## config.mk

```make
export PLATFORM = sky130hd
export DESIGN_NAME = pc_sequencer
export DESIGN_NICKNAME = d
export VERILOG_FILES = /design/src/rtl/cpu_pkg.sv /design/src/rtl/pc_src_mux.sv /design/src/rtl/pc_sequencer.sv
export SDC_FILE = /design/constraint.sdc
export NUM_CORES = 1
export LEC_CHECK = 0
export CAP_MARGIN = 20
export CORE_MARGIN = 4
export CORE_UTILIZATION = 27
export CTS_CLUSTER_DIAMETER = 150
export CTS_CLUSTER_SIZE = 40
export DETAILED_ROUTE_END_ITERATION = 12
export PLACE_DENSITY_LB_ADDON = 0.25
export SETUP_SLACK_MARGIN = 0.1
export SLEW_MARGIN = 10
export SYNTH_ARGS = -nofsm -noshare
export SYNTH_HDL_FRONTEND = slang
export SYNTH_SLANG_ARGS = --single-unit
```

## constraint.sdc

```tcl
create_clock -name clk -period 1.9 [get_ports clk]
set_clock_uncertainty 0.15 [all_clocks]
set_input_delay 0.38 -clock clk [delete_from_list [all_inputs] [get_ports clk]]
set_output_delay 0.38 -clock clk [all_outputs]
set_load 0.01 [all_outputs]
```

## src/rtl/cpu_pkg.sv

```systemverilog
// rtl/cpu_pkg.sv - shared types and constants for the pc_sequencer slice
//   RESET_PC     : nextpc value driven while rst is high
//   TRAP_VEC     : trap redirect target (used only when PC_SEQ_TRAP_EN is defined)
//   pcs_state_e  : sequencer FSM states
//   pcs_cause_e  : redirect cause chosen by pc_src_mux
package cpu_pkg;

  localparam logic [31:0] RESET_PC = 32'h0000_0000;
  localparam logic [31:0] TRAP_VEC = 32'h0000_0080;

  typedef enum logic [1:0] {
    PCS_RUN,
    PCS_STALL,
    PCS_HALT
  } pcs_state_e;

  typedef enum logic [2:0] {
    CAUSE_SEQ,
    CAUSE_STALL,
    CAUSE_JMP,
    CAUSE_BR,
    CAUSE_HALT,
    CAUSE_TRAP,
    CAUSE_HOLD
  } pcs_cause_e;

endpackage

```

## src/rtl/pc_src_mux.sv

```systemverilog
// rtl/pc_src_mux.sv - combinational priority select of nextpc, pc_en, flushes and cause
//   Build option: PC_SEQ_TRAP_EN adds trap_req_i as the highest priority request.
//   hold_i                : sequencer is halted, everything ignored
//   *_req_i               : already-qualified requests (valid bits applied by caller)
//   pc_i / pcadd4_i       : current PC and its sequential successor
//   jmp_target_i/br_target_i : redirect targets
//   nextpc_o, pc_en_o, flush_if_id_o, flush_id_ex_o, cause_o : selection result
module pc_src_mux
  import cpu_pkg::*;
(
`ifdef PC_SEQ_TRAP_EN
  input  logic        trap_req_i,
`endif
  input  logic        hold_i,
  input  logic        halt_req_i,
  input  logic        br_req_i,
  input  logic        jmp_req_i,
  input  logic        stall_req_i,
  input  logic [31:0] pc_i,
  input  logic [31:0] pcadd4_i,
  input  logic [31:0] jmp_target_i,
  input  logic [31:0] br_target_i,
  output logic [31:0] nextpc_o,
  output logic        pc_en_o,
  output logic        flush_if_id_o,
  output logic        flush_id_ex_o,
  output pcs_cause_e  cause_o
);

  always_comb begin
    nextpc_o      = pcadd4_i;
    pc_en_o       = 1'b1;
    flush_if_id_o = 1'b0;
    flush_id_ex_o = 1'b0;
    cause_o       = CAUSE_SEQ;

    if (hold_i) begin
      nextpc_o = pc_i;
      pc_en_o  = 1'b0;
      cause_o  = CAUSE_HOLD;
    end
`ifdef PC_SEQ_TRAP_EN
    else if (trap_req_i) begin
      nextpc_o      = TRAP_VEC;
      flush_if_id_o = 1'b1;
      flush_id_ex_o = 1'b1;
      cause_o       = CAUSE_TRAP;
    end
`endif
    else if (halt_req_i) begin
      nextpc_o      = pc_i;
      pc_en_o       = 1'b0;
      flush_if_id_o = 1'b1;
      flush_id_ex_o = 1'b1;
      cause_o       = CAUSE_HALT;
    end else if (br_req_i) begin
      // Branch in EX beats stall/jump in ID: those instructions are younger
      // and are on the wrong path.
      nextpc_o      = br_target_i;
      flush_if_id_o = 1'b1;
      flush_id_ex_o = 1'b1;
      cause_o       = CAUSE_BR;
    end else if (jmp_req_i) begin
      nextpc_o      = jmp_target_i;
      flush_if_id_o = 1'b1;
      cause_o       = CAUSE_JMP;
    end else if (stall_req_i) begin
      nextpc_o = pc_i;
      pc_en_o  = 1'b0;
      cause_o  = CAUSE_STALL;
    end
  end

endmodule

```

## src/rtl/pc_sequencer.sv

```systemverilog
// rtl/pc_sequencer.sv - next-PC controller: source select, flush strobes, stage valid bits
//   Build option: PC_SEQ_TRAP_EN adds trap_i/ex_pc_i inputs and the epc output.
//   clk, rst                  : clock, synchronous active-high reset
//   pc, pcadd4                : PC register value and pc+4
//   stall_i, jmp_i, jmp_target_i : ID-stage requests (qualified by id_valid)
//   br_taken_i, br_target_i, halt_i : EX-stage requests (qualified by ex_valid)
//   nextpc, pc_en             : PC register next value and load enable
//   flush_if_id, flush_id_ex  : pipeline register clear strobes
//   id_valid, ex_valid, halted: registered status
module pc_sequencer
  import cpu_pkg::*;
(
  input  logic        clk,
  input  logic        rst,
  input  logic [31:0] pc,
  input  logic [31:0] pcadd4,
  input  logic        stall_i,
  input  logic        jmp_i,
  input  logic [31:0] jmp_target_i,
  input  logic        br_taken_i,
  input  logic [31:0] br_target_i,
  input  logic        halt_i,
`ifdef PC_SEQ_TRAP_EN
  input  logic        trap_i,
  input  logic [31:0] ex_pc_i,
  output logic [31:0] epc,
`endif
  output logic [31:0] nextpc,
  output logic        pc_en,
  output logic        flush_if_id,
  output logic        flush_id_ex,
  output logic        id_valid,
  output logic        ex_valid,
  output logic        halted
);

  pcs_state_e  state_q, state_d;
  logic        id_valid_q, id_valid_d;
  logic        ex_valid_q, ex_valid_d;

  logic        halt_st;
  logic [31:0] mux_nextpc;
  logic        mux_pc_en;
  logic        mux_flush_if_id;
  logic        mux_flush_id_ex;
  pcs_cause_e  cause;
  logic        stall_eff;

  assign halt_st = (state_q == PCS_HALT);

  pc_src_mux u_src_mux (
`ifdef PC_SEQ_TRAP_EN
    .trap_req_i    (trap_i & ex_valid_q),
`endif
    .hold_i        (halt_st),
    .halt_req_i    (halt_i & ex_valid_q),
    .br_req_i      (br_taken_i & ex_valid_q),
    .jmp_req_i     (jmp_i & id_valid_q),
    .stall_req_i   (stall_i & id_valid_q),
    .pc_i          (pc),
    .pcadd4_i      (pcadd4),
    .jmp_target_i  (jmp_target_i),
    .br_target_i   (br_target_i),
    .nextpc_o      (mux_nextpc),
    .pc_en_o       (mux_pc_en),
    .flush_if_id_o (mux_flush_if_id),
    .flush_id_ex_o (mux_flush_id_ex),
    .cause_o       (cause)
  );

  // A stall only counts when it actually won the priority select; a stall
  // overridden by a jump or branch must not freeze ID or bubble EX.
  assign stall_eff = (cause == CAUSE_STALL);

  // Reset forces a fetch from RESET_PC and clears both pipeline registers.
  always_comb begin
    nextpc      = mux_nextpc;
    pc_en       = mux_pc_en;
    flush_if_id = mux_flush_if_id;
    flush_id_ex = mux_flush_id_ex;
    if (rst) begin
      nextpc      = RESET_PC;
      pc_en       = 1'b1;
      flush_if_id = 1'b1;
      flush_id_ex = 1'b1;
    end
  end

  always_comb begin
    state_d = state_q;
    case (cause)
      CAUSE_HOLD,
      CAUSE_HALT:  state_d = PCS_HALT;
      CAUSE_STALL: state_d = PCS_STALL;
      default:     state_d = PCS_RUN;
    endcase
  end

  always_comb begin
    id_valid_d = 1'b1;
    if (halt_st || mux_flush_if_id) begin
      id_valid_d = 1'b0;
    end else if (stall_eff) begin
      id_valid_d = id_valid_q;
    end

    ex_valid_d = id_valid_q;
    if (halt_st || mux_flush_id_ex || stall_eff) begin
      ex_valid_d = 1'b0;
    end
  end

  always_ff @(posedge clk) begin
    if (rst) begin
      state_q    <= PCS_RUN;
      id_valid_q <= 1'b0;
      ex_valid_q <= 1'b0;
    end else begin
      state_q    <= state_d;
      id_valid_q <= id_valid_d;
      ex_valid_q <= ex_valid_d;
    end
  end

`ifdef PC_SEQ_TRAP_EN
  logic [31:0] epc_q, epc_d;

  always_comb begin
    epc_d = epc_q;
    if (cause == CAUSE_TRAP) begin
      epc_d = ex_pc_i;
    end
  end

  always_ff @(posedge clk) begin
    if (rst) begin
      epc_q <= 32'h0;
    end else begin
      epc_q <= epc_d;
    end
  end

  assign epc = epc_q;
`endif

  assign id_valid = id_valid_q;
  assign ex_valid = ex_valid_q;
  assign halted   = halt_st;

endmodule

```

* After elaboration in Yosys (flattened, before gate mapping)
Cells that the tools add are included.
** Cells by class
- Multiplexer cells :: 27
- Reductions and logical operators :: 6
- Bitwise logic cells :: 4
- Eq/ne operators :: 4
** Operator list (count)
- 32-bit 2-to-1 mux :: 6
- 1-bit 2-to-1 mux :: 16
- 3-bit 2-to-1 mux :: 4
- 3-bit == test (second input constant) :: 2
- 2-bit OR reduction :: 3
- 1-bit bitwise AND :: 4
- 2-bit case mux with 2 select lines :: 1
- 3-bit by 1-bit == test with 1-bit output (second input constant) :: 1
- 1-bit logical OR :: 3
- 2-bit == test (second input constant) :: 1
** Storage, ports and cells
- Register bits after elaboration :: 4
- Output and inout port bits :: 38

* Longest topological paths before layout
Gate-level depths: netlist of run 1.
- Depth in word-level cells :: 9
- Gate-level depth with buffers :: 6
- Depth with buffers taken out :: 3

* By module
From an unflattened synthesis of run 1, not the netlist that was laid out.
** Unflattened totals
- Cells, all modules :: 184
- Area total of the unflattened synthesis :: 1327.5 sq um
** Modules (own cells, without submodules)
- pc_src_mux :: area an instance 924.6 sq um, times used 1, cells each 131, seq. area each 0.0 sq um
- pc_sequencer :: area an instance 402.9 sq um, times used 1, cells each 53, seq. area each 80.1 sq um

* Worst setup path before layout of run 1
Ideal clock, no wire load.
- Kind :: reg2out
- Start point :: register ex_valid_q (netlist: ex_valid)
- End point :: output port nextpc[22]
- Path slack :: -0.212 ns
- Data arrival time :: 1.582 ns
- Cell stages (with the launch flop) :: 7
- Required time :: 1.370 ns
- Path buffers :: 3
- Path through :: dfxtp_1 -> buf_6 -> and2_4 -> or3_1 -> buf_6 -> buf_6 -> o32ai_1
** Between the ends
- Longest elaborated chain between the ends :: 5
** RTL lines
- start, declared :: line pc_sequencer.sv:39 : logic ex_valid_q, ex_valid_d;
- start signal, assigned :: line pc_sequencer.sv:121 : ex_valid_q <= ex_valid_d;
- 1-bit bitwise AND :: line pc_sequencer.sv:57 : .br_req_i (br_taken_i & ex_valid_q),
- 32-bit 2-to-1 mux :: line pc_src_mux.sv:56 : end else if (br_req_i) begin
- 32-bit 2-to-1 mux (*) :: line pc_src_mux.sv:50 : else if (halt_req_i) begin
- 32-bit 2-to-1 mux (*) :: line pc_src_mux.sv:37 : if (hold_i) begin
- 32-bit 2-to-1 mux (*) :: line pc_sequencer.sv:81 : if (rst) begin
- end, declared :: line pc_sequencer.sv:28 : output logic [31:0] nextpc,
Every way passes the cells marked *; elsewhere a longest branch is shown, timed or not.

* Worst setup path in the final report of run 1
- Start point :: register ex_valid_q (netlist: ex_valid)
- End point :: output port nextpc[10]
Same word-level chain as after synthesis.

==> impl_metrics.toml, run 1 <==
[outcome]
status = "complete, but fails checks"
failed_checks = "negative setup slack"

[synthesis]
synth_common_cells = "and3_1, inv_1"
synthesis.area_um2 = 1720
synthTopCellsByArea = "o32ai_1, a211oi_1, nand3b_1"
dominantRegCellSynth = "dfxtp_1"
avg_inst_size_synth_um2 = 6.81
netlist.area_leader.share_pct = 16.3
edff_count_synth = 0
syn_nets = 386
yosysSeqAreaShare_pct = 4.67
yosysTopAreaCell = "o32ai_1"
async_flop_share_pct = 0
syn-instance-count = 252
yosys_register_bits = 4
yosysWarningCount = 0
yosysUniqueCellTypes = 25

[power_and_ir_drop]
power_per_cell_area_nw_per_um2 = 373
irDropWorstVdd_v = 0.000360
leakage_nw = 2.03

[cells_and_area]
layout-drive-gt1-share_pct = 46.4
areaGrowthSynthToFinish_pct = 198
net_count_final = 584
n_antenna_cell = 0

[timing]
worst_slew_pin_slew_ns = 0.466
setup_viol = 35
rsz0062_at_grt = "true"
fmax_mhz = 426
timing.final.max_slew_violations = 0
timing.setup.tns_ns = -13.49
fin_crit_ns = 2.35
max-slew-margin-rel_pct = 68.8
timing.final.hold_violations = 0
final.setup.worst_slack_ns = -0.448
final.period_utilization_pct = 124

[clocking]
postCtsHoldBufs = 0
cts.root.buffer_cell = "clkbuf_8"
htree_num_levels = 1
cts_tree = "built"
insertion_delay_ns = 0.22
clkSinkCount = 4
clockBufferDepth = 2
cts.reportedPaths.clkPinSlew_ns = 0.03
cts-buffers-inserted = 3

[critical_path]
worst-endpoint-required_ns = 1.37
endpoint_kind = "output port"
critPathMaxFanout = 6
worstSetupPathType = "register to output port"
kind_of_start_point_of_the_critical_path = "register"
cp_data_arrival_time_ns = 1.82

[floorplanning]
ioPinCount = 172
die_h_um = 87.7
num_rows = 28
total_core_area_um2 = 6030
starting_density_of_the_core_pct = 28.5
dieArea_um2 = 7690
chipWidth_um = 87.7

[detailed_routing]
via_count = 3072
first_drt_iteration_drcs = 201
avgViaCountPerCell = 5.87
drt_pass1_iterations = 4
detail_route.drc_violations = 0
finalWirelength_mm = 12.5
route.detailed.wl_per_inst_um = 23.9
drtAntennaViolNets = 0

[placed_design]
place_worst_setup_slack_ns = -1.13
place.detailed.hpwl_mm = 7.82
portBuffers = 171
finalWeightedCongestion = 0.848

[global_route]
grt_max_degree = 24
grt_first_pass_wirelength_mm = 17.7
gr-usage-all-layers_pct = 29.5
grt_pass1_vias = 3365
number_of_antenna_violations_at_the_first_check_in_global_routing = 0
grt_remaining_overflow = 0

[min_path]
hold_path_class = "primary input to register"

[flow_run]
cap_violations = 0
==> through the flow <==
step	std cells	util, %	hold slack (ns)	cell area (µm²)	total power (W)
5_1_grt	523	84.9	0.514	5120	0.00199
6_report	523	84.9	0.510	5120	0.00191
4_1_cts	520	81.5	0.468	4910	0.00178
3_5_place_dp	494	76.6	0.532	4610	0.00152
2_1_floorplan	252	-	0.408	2680	0.000871
3_3_place_gp	494	76.6	0.522	4610	0.00150
==> worst max-delay path, stage by stage (launching register included) <==
cell and delay, ns:
dfxtp_4 0.34, buf_4 0.13, buf_6 0.11, a22o_4 0.29
buf_12 0.17, a211oi_4 0.27, o32ai_4 0.11, buf_2 0.16
==> cell type report <==
type | count | area [µm²]
Timing Repair Buffer | 228 | 2320
Multi-Input combinational cell | 180 | 2450
Sequential cell | 4 | 85.1
Fill cell | 301 | 910
Tap cell | 75 | 93.8
Clock buffer | 3 | 41.3
Inverter | 33 | 124
==> power breakdown <==
group	internal (W)	total (W)	switching, W
clock	0.000136	0.000187	0.0000516
combinational	0.000904	0.00162	0.000719
sequential	0.0000906	0.0000975	0.00000696
total	0.00113	0.00191	0.000778
==> placed cells by master (no fill, tap or decap), types with 2 or more instances in the layout <==
cell type / n
dlygate4sd2_1: 3
buf_2: 35
buf_16: 2
clkbuf_8: 3
o31ai_4: 3
o31ai_1: 3
nand3b_1: 32
a211oi_2: 9
nand2_2: 2
and2_4: 4
and3_1: 33
inv_1: 33
clkdlybuf4s50_1: 128
o32ai_4: 29
clkbuf_16: 2
o31ai_2: 26
dfxtp_1: 2
a211oi_4: 23
buf_6: 15
o32ai_2: 3
buf_4: 22
buf_12: 18
==> final timing paths <==
| kind | startpoint | end | slack (ns) | depth (start not counted) |
|---|---|---|---|---|
| min | halt_i | state_q[0] | 0.51 | 4 |
| max reg2reg | ex_valid | state_q[0] | 0.36 | 4 |
| min reg2reg | state_q[0] | state_q[0] | 0.56 | 3 |
| max | ex_valid | nextpc[10] | -0.45 | 7 |
==> flip-flops by register name, summed over array words and instances (netlist names) <==
signal	cells
state_q	2
ex_valid	1
id_valid	1
==> per-layer routing <==
metal | vias up | routed length, µm | track usage (%)
met1 | 1508 | 4550 | 34.6
li1 | 1381 | - | -
met3 | 32 | 819 | 5.27
met5 | - | 0 | 0
met4 | 0 | 487 | 11.0
met2 | 151 | 6640 | 53.2
==> cells by family after synthesis <==
logic type	after synthesis	synth area share, %
AO/OA/AOI/OAI	101	46.3
buffers and inverters	69	18.1
flip-flops	4	4.67
AND/OR/NAND/NOR	78	30.9
==> what timing repair did <==
item	in CTS	in global routing
gates resized for setup	200	30
setup endpoints to repair	39	35
setup buffers	18	4
gates cloned	5	2
pin swaps	8	9
Power figures use the tool's default switching activity.
==> run 2: changes to the inputs <==
- CAP_MARGIN: 20 -> 30
==> results of run 2 <==
The final DEF is identical to that of run 1; final timing and power are the same.
==> run 3: changes to the inputs <==
- SKIP_CTS_REPAIR_TIMING: not set -> 1
==> run 3 against run 2 <==
Effect of this change: the flow still finishes with violations (negative setup slack); core utilization is 4.5 points lower; non-clock buffer count fell by 11; clock power hardly changed; critical endpoint is now nextpc[30]; worst setup slack gained 0.066 ns; largest cell class unchanged; via count down 4.5%.
==> impl_metrics.toml, run 3 (synthesis results as in run 1) <==
[clocking]
clockBufferDepth = 2
cts.reportedPaths.clkPinSlew_ns = 0.03
htree_num_levels = 1
insertion_delay_ns = 0.22
cts.root.buffer_cell = "clkbuf_8"
cts_tree = "built"
cts-buffers-inserted = 3
clkSinkCount = 4

[critical_path]
worst-endpoint-required_ns = 1.37
worstSetupPathType = "register to output port"
critical_path.reg2reg.endpoint = "id_valid"
crit_slowest_cell = "or3_4"
regToRegStartpoint = "ex_valid"
cp_cell_sequence = "and2_4 > or3_4 > clkbuf_16 > o32ai_4 > buf_2"
cp_num_buf_inv = 2
cp_slowest_stage_delay_ns = 0.45
endpoint_kind = "output port"
worstRegToRegCells = 4
timing.reg2reg.setup_slack_ns = 0.45
critPathMaxFanout = 5
critical_path_depth = 5
cp_data_arrival_time_ns = 1.75
kind_of_start_point_of_the_critical_path = "register"
critical_path.top_delay_family = "simple AND/OR/NAND/NOR gates"

[floorplanning]
dieArea_um2 = 7690
total_core_area_um2 = 6030
chipWidth_um = 87.7
starting_density_of_the_core_pct = 28.5
die_h_um = 87.7
num_rows = 28
ioPinCount = 172

[timing]
max-slew-margin-rel_pct = 74.4
fin_crit_ns = 2.28
final.period_utilization_pct = 120
fmax_mhz = 438
timing.setup.tns_ns = -11.06
setup_viol = 34
final.setup.worst_slack_ns = -0.382
rsz0062_at_grt = "true"
worst_slew_pin_slew_ns = 0.382
timing.final.hold_violations = 0
timing.final.max_slew_violations = 0

[detailed_routing]
route.detailed.wl_per_inst_um = 20.9
finalWirelength_mm = 10.7
avgViaCountPerCell = 5.72
drt_pass1_iterations = 4
drtAntennaViolNets = 0
via_count = 2935
first_drt_iteration_drcs = 99
detail_route.drc_violations = 0

[min_path]
min_to = "state_q[0]"
hold_path_class = "primary input to register"
worst_hold_startpoint = "halt_i"
cell_count_of_the_worst_hold_path = 4

[placed_design]
place_inst = 494
place.detailed.hpwl_mm = 7.82
portBuffers = 171
finalWeightedCongestion = 0.848

[cells_and_area]
nFillCells = 362
n_antenna_cell = 0
areaGrowthSynthToFinish_pct = 182
largest_register_ffs = 2
mostFrequentLayoutCells = "clkdlybuf4s50_1, and3_1, inv_1, nand3b_1, buf_2"
filler_free_cell_count_of_the_finished_design = 513
net_count_final = 574
fin_util_pct = 80.4
most_common_library_cell_in_the_layout_ignoring_fill_and_taps = "clkdlybuf4s50_1"
layout-drive-gt1-share_pct = 44.3
largest_register = "state_q"

[power_and_ir_drop]
share_seq_of_total_power_pct = 5.7
pwr-share-clk_pct = 10.7
power.switching_fraction_pct = 39.8
power.combinational.fraction_pct = 83.6
leakage_nw = 2.00
irDropWorstVdd_v = 0.000453
p_sw_w = 0.000688
intPower_w = 0.00104
power_per_cell_area_nw_per_um2 = 357

[outcome]
failed_checks = "negative setup slack"
status = "complete, but fails checks"

[flow_run]
cap_violations = 0

[global_route]
number_of_antenna_violations_at_the_first_check_in_global_routing = 0
grt_pass1_vias = 3118
gr-usage-all-layers_pct = 24.9
grt_max_degree = 35
grt_remaining_overflow = 0
grt_first_pass_wirelength_mm = 15.3
run 3: through the flow:
step	hold WS, ns	setup WS, ns	power [W]	instance area (µm²)
2_1_floorplan	0.408	-0.0695	0.000871	2680
3_3_place_gp	0.522	-1.08	0.00150	4610
3_5_place_dp	0.532	-1.13	0.00152	4610
4_1_cts	0.538	-1.13	0.00172	4660
5_1_grt	0.565	-0.428	0.00182	4840
6_report	0.554	-0.382	0.00173	4840
run 3: cell type report:
class	count	area, µm²	share of cell area [%]
Sequential cell	4	87.6	1.81
Inverter	33	124	2.56
Clock buffer	3	41.3	0.852
Multi-Input combinational cell	181	2320	48.0
Timing Repair Buffer	217	2170	44.9
Tap cell	75	93.8	1.94
run 3: worst max-delay path by stage:
| stage | from | to |
|---|---|---|
| 6_report | ex_valid | nextpc[30] |
| 3_3_place_gp | br_taken_i | nextpc[10] |
| 4_1_cts | br_taken_i | nextpc[2] |
| 5_1_grt | ex_valid | nextpc[30] |
| 2_1_floorplan | ex_valid | nextpc[10] |
| 3_5_place_dp | br_taken_i | nextpc[2] |
run 3: worst register-to-register path: cells and delay by family, from the launching register on:
kind / cells / cell delay (ns)
buffers and inverters: 1 / 0.19
flip-flops: 1 / 0.35
AND/OR/NAND/NOR: 3 / 0.69
run 3: routing by layer:
layer | track usage, % | part of all wire [%]
met1 | 28.7 | 38
met3 | 3.76 | 6.7
met4 | 9.62 | 3.0
met5 | 0 | 0
met2 | 45.7 | 53
run 3: power by group through the flow:
stage	clock, W	combinational, W	sequential (W)
3_3_place_gp	0	0.00141	0.0000984
5_1_grt	0.000195	0.00153	0.0000989
3_5_place_dp	0	0.00143	0.0000982
4_1_cts	0.000190	0.00143	0.0000972
6_report	0.000185	0.00145	0.0000983
2_1_floorplan	0	0.000774	0.0000964
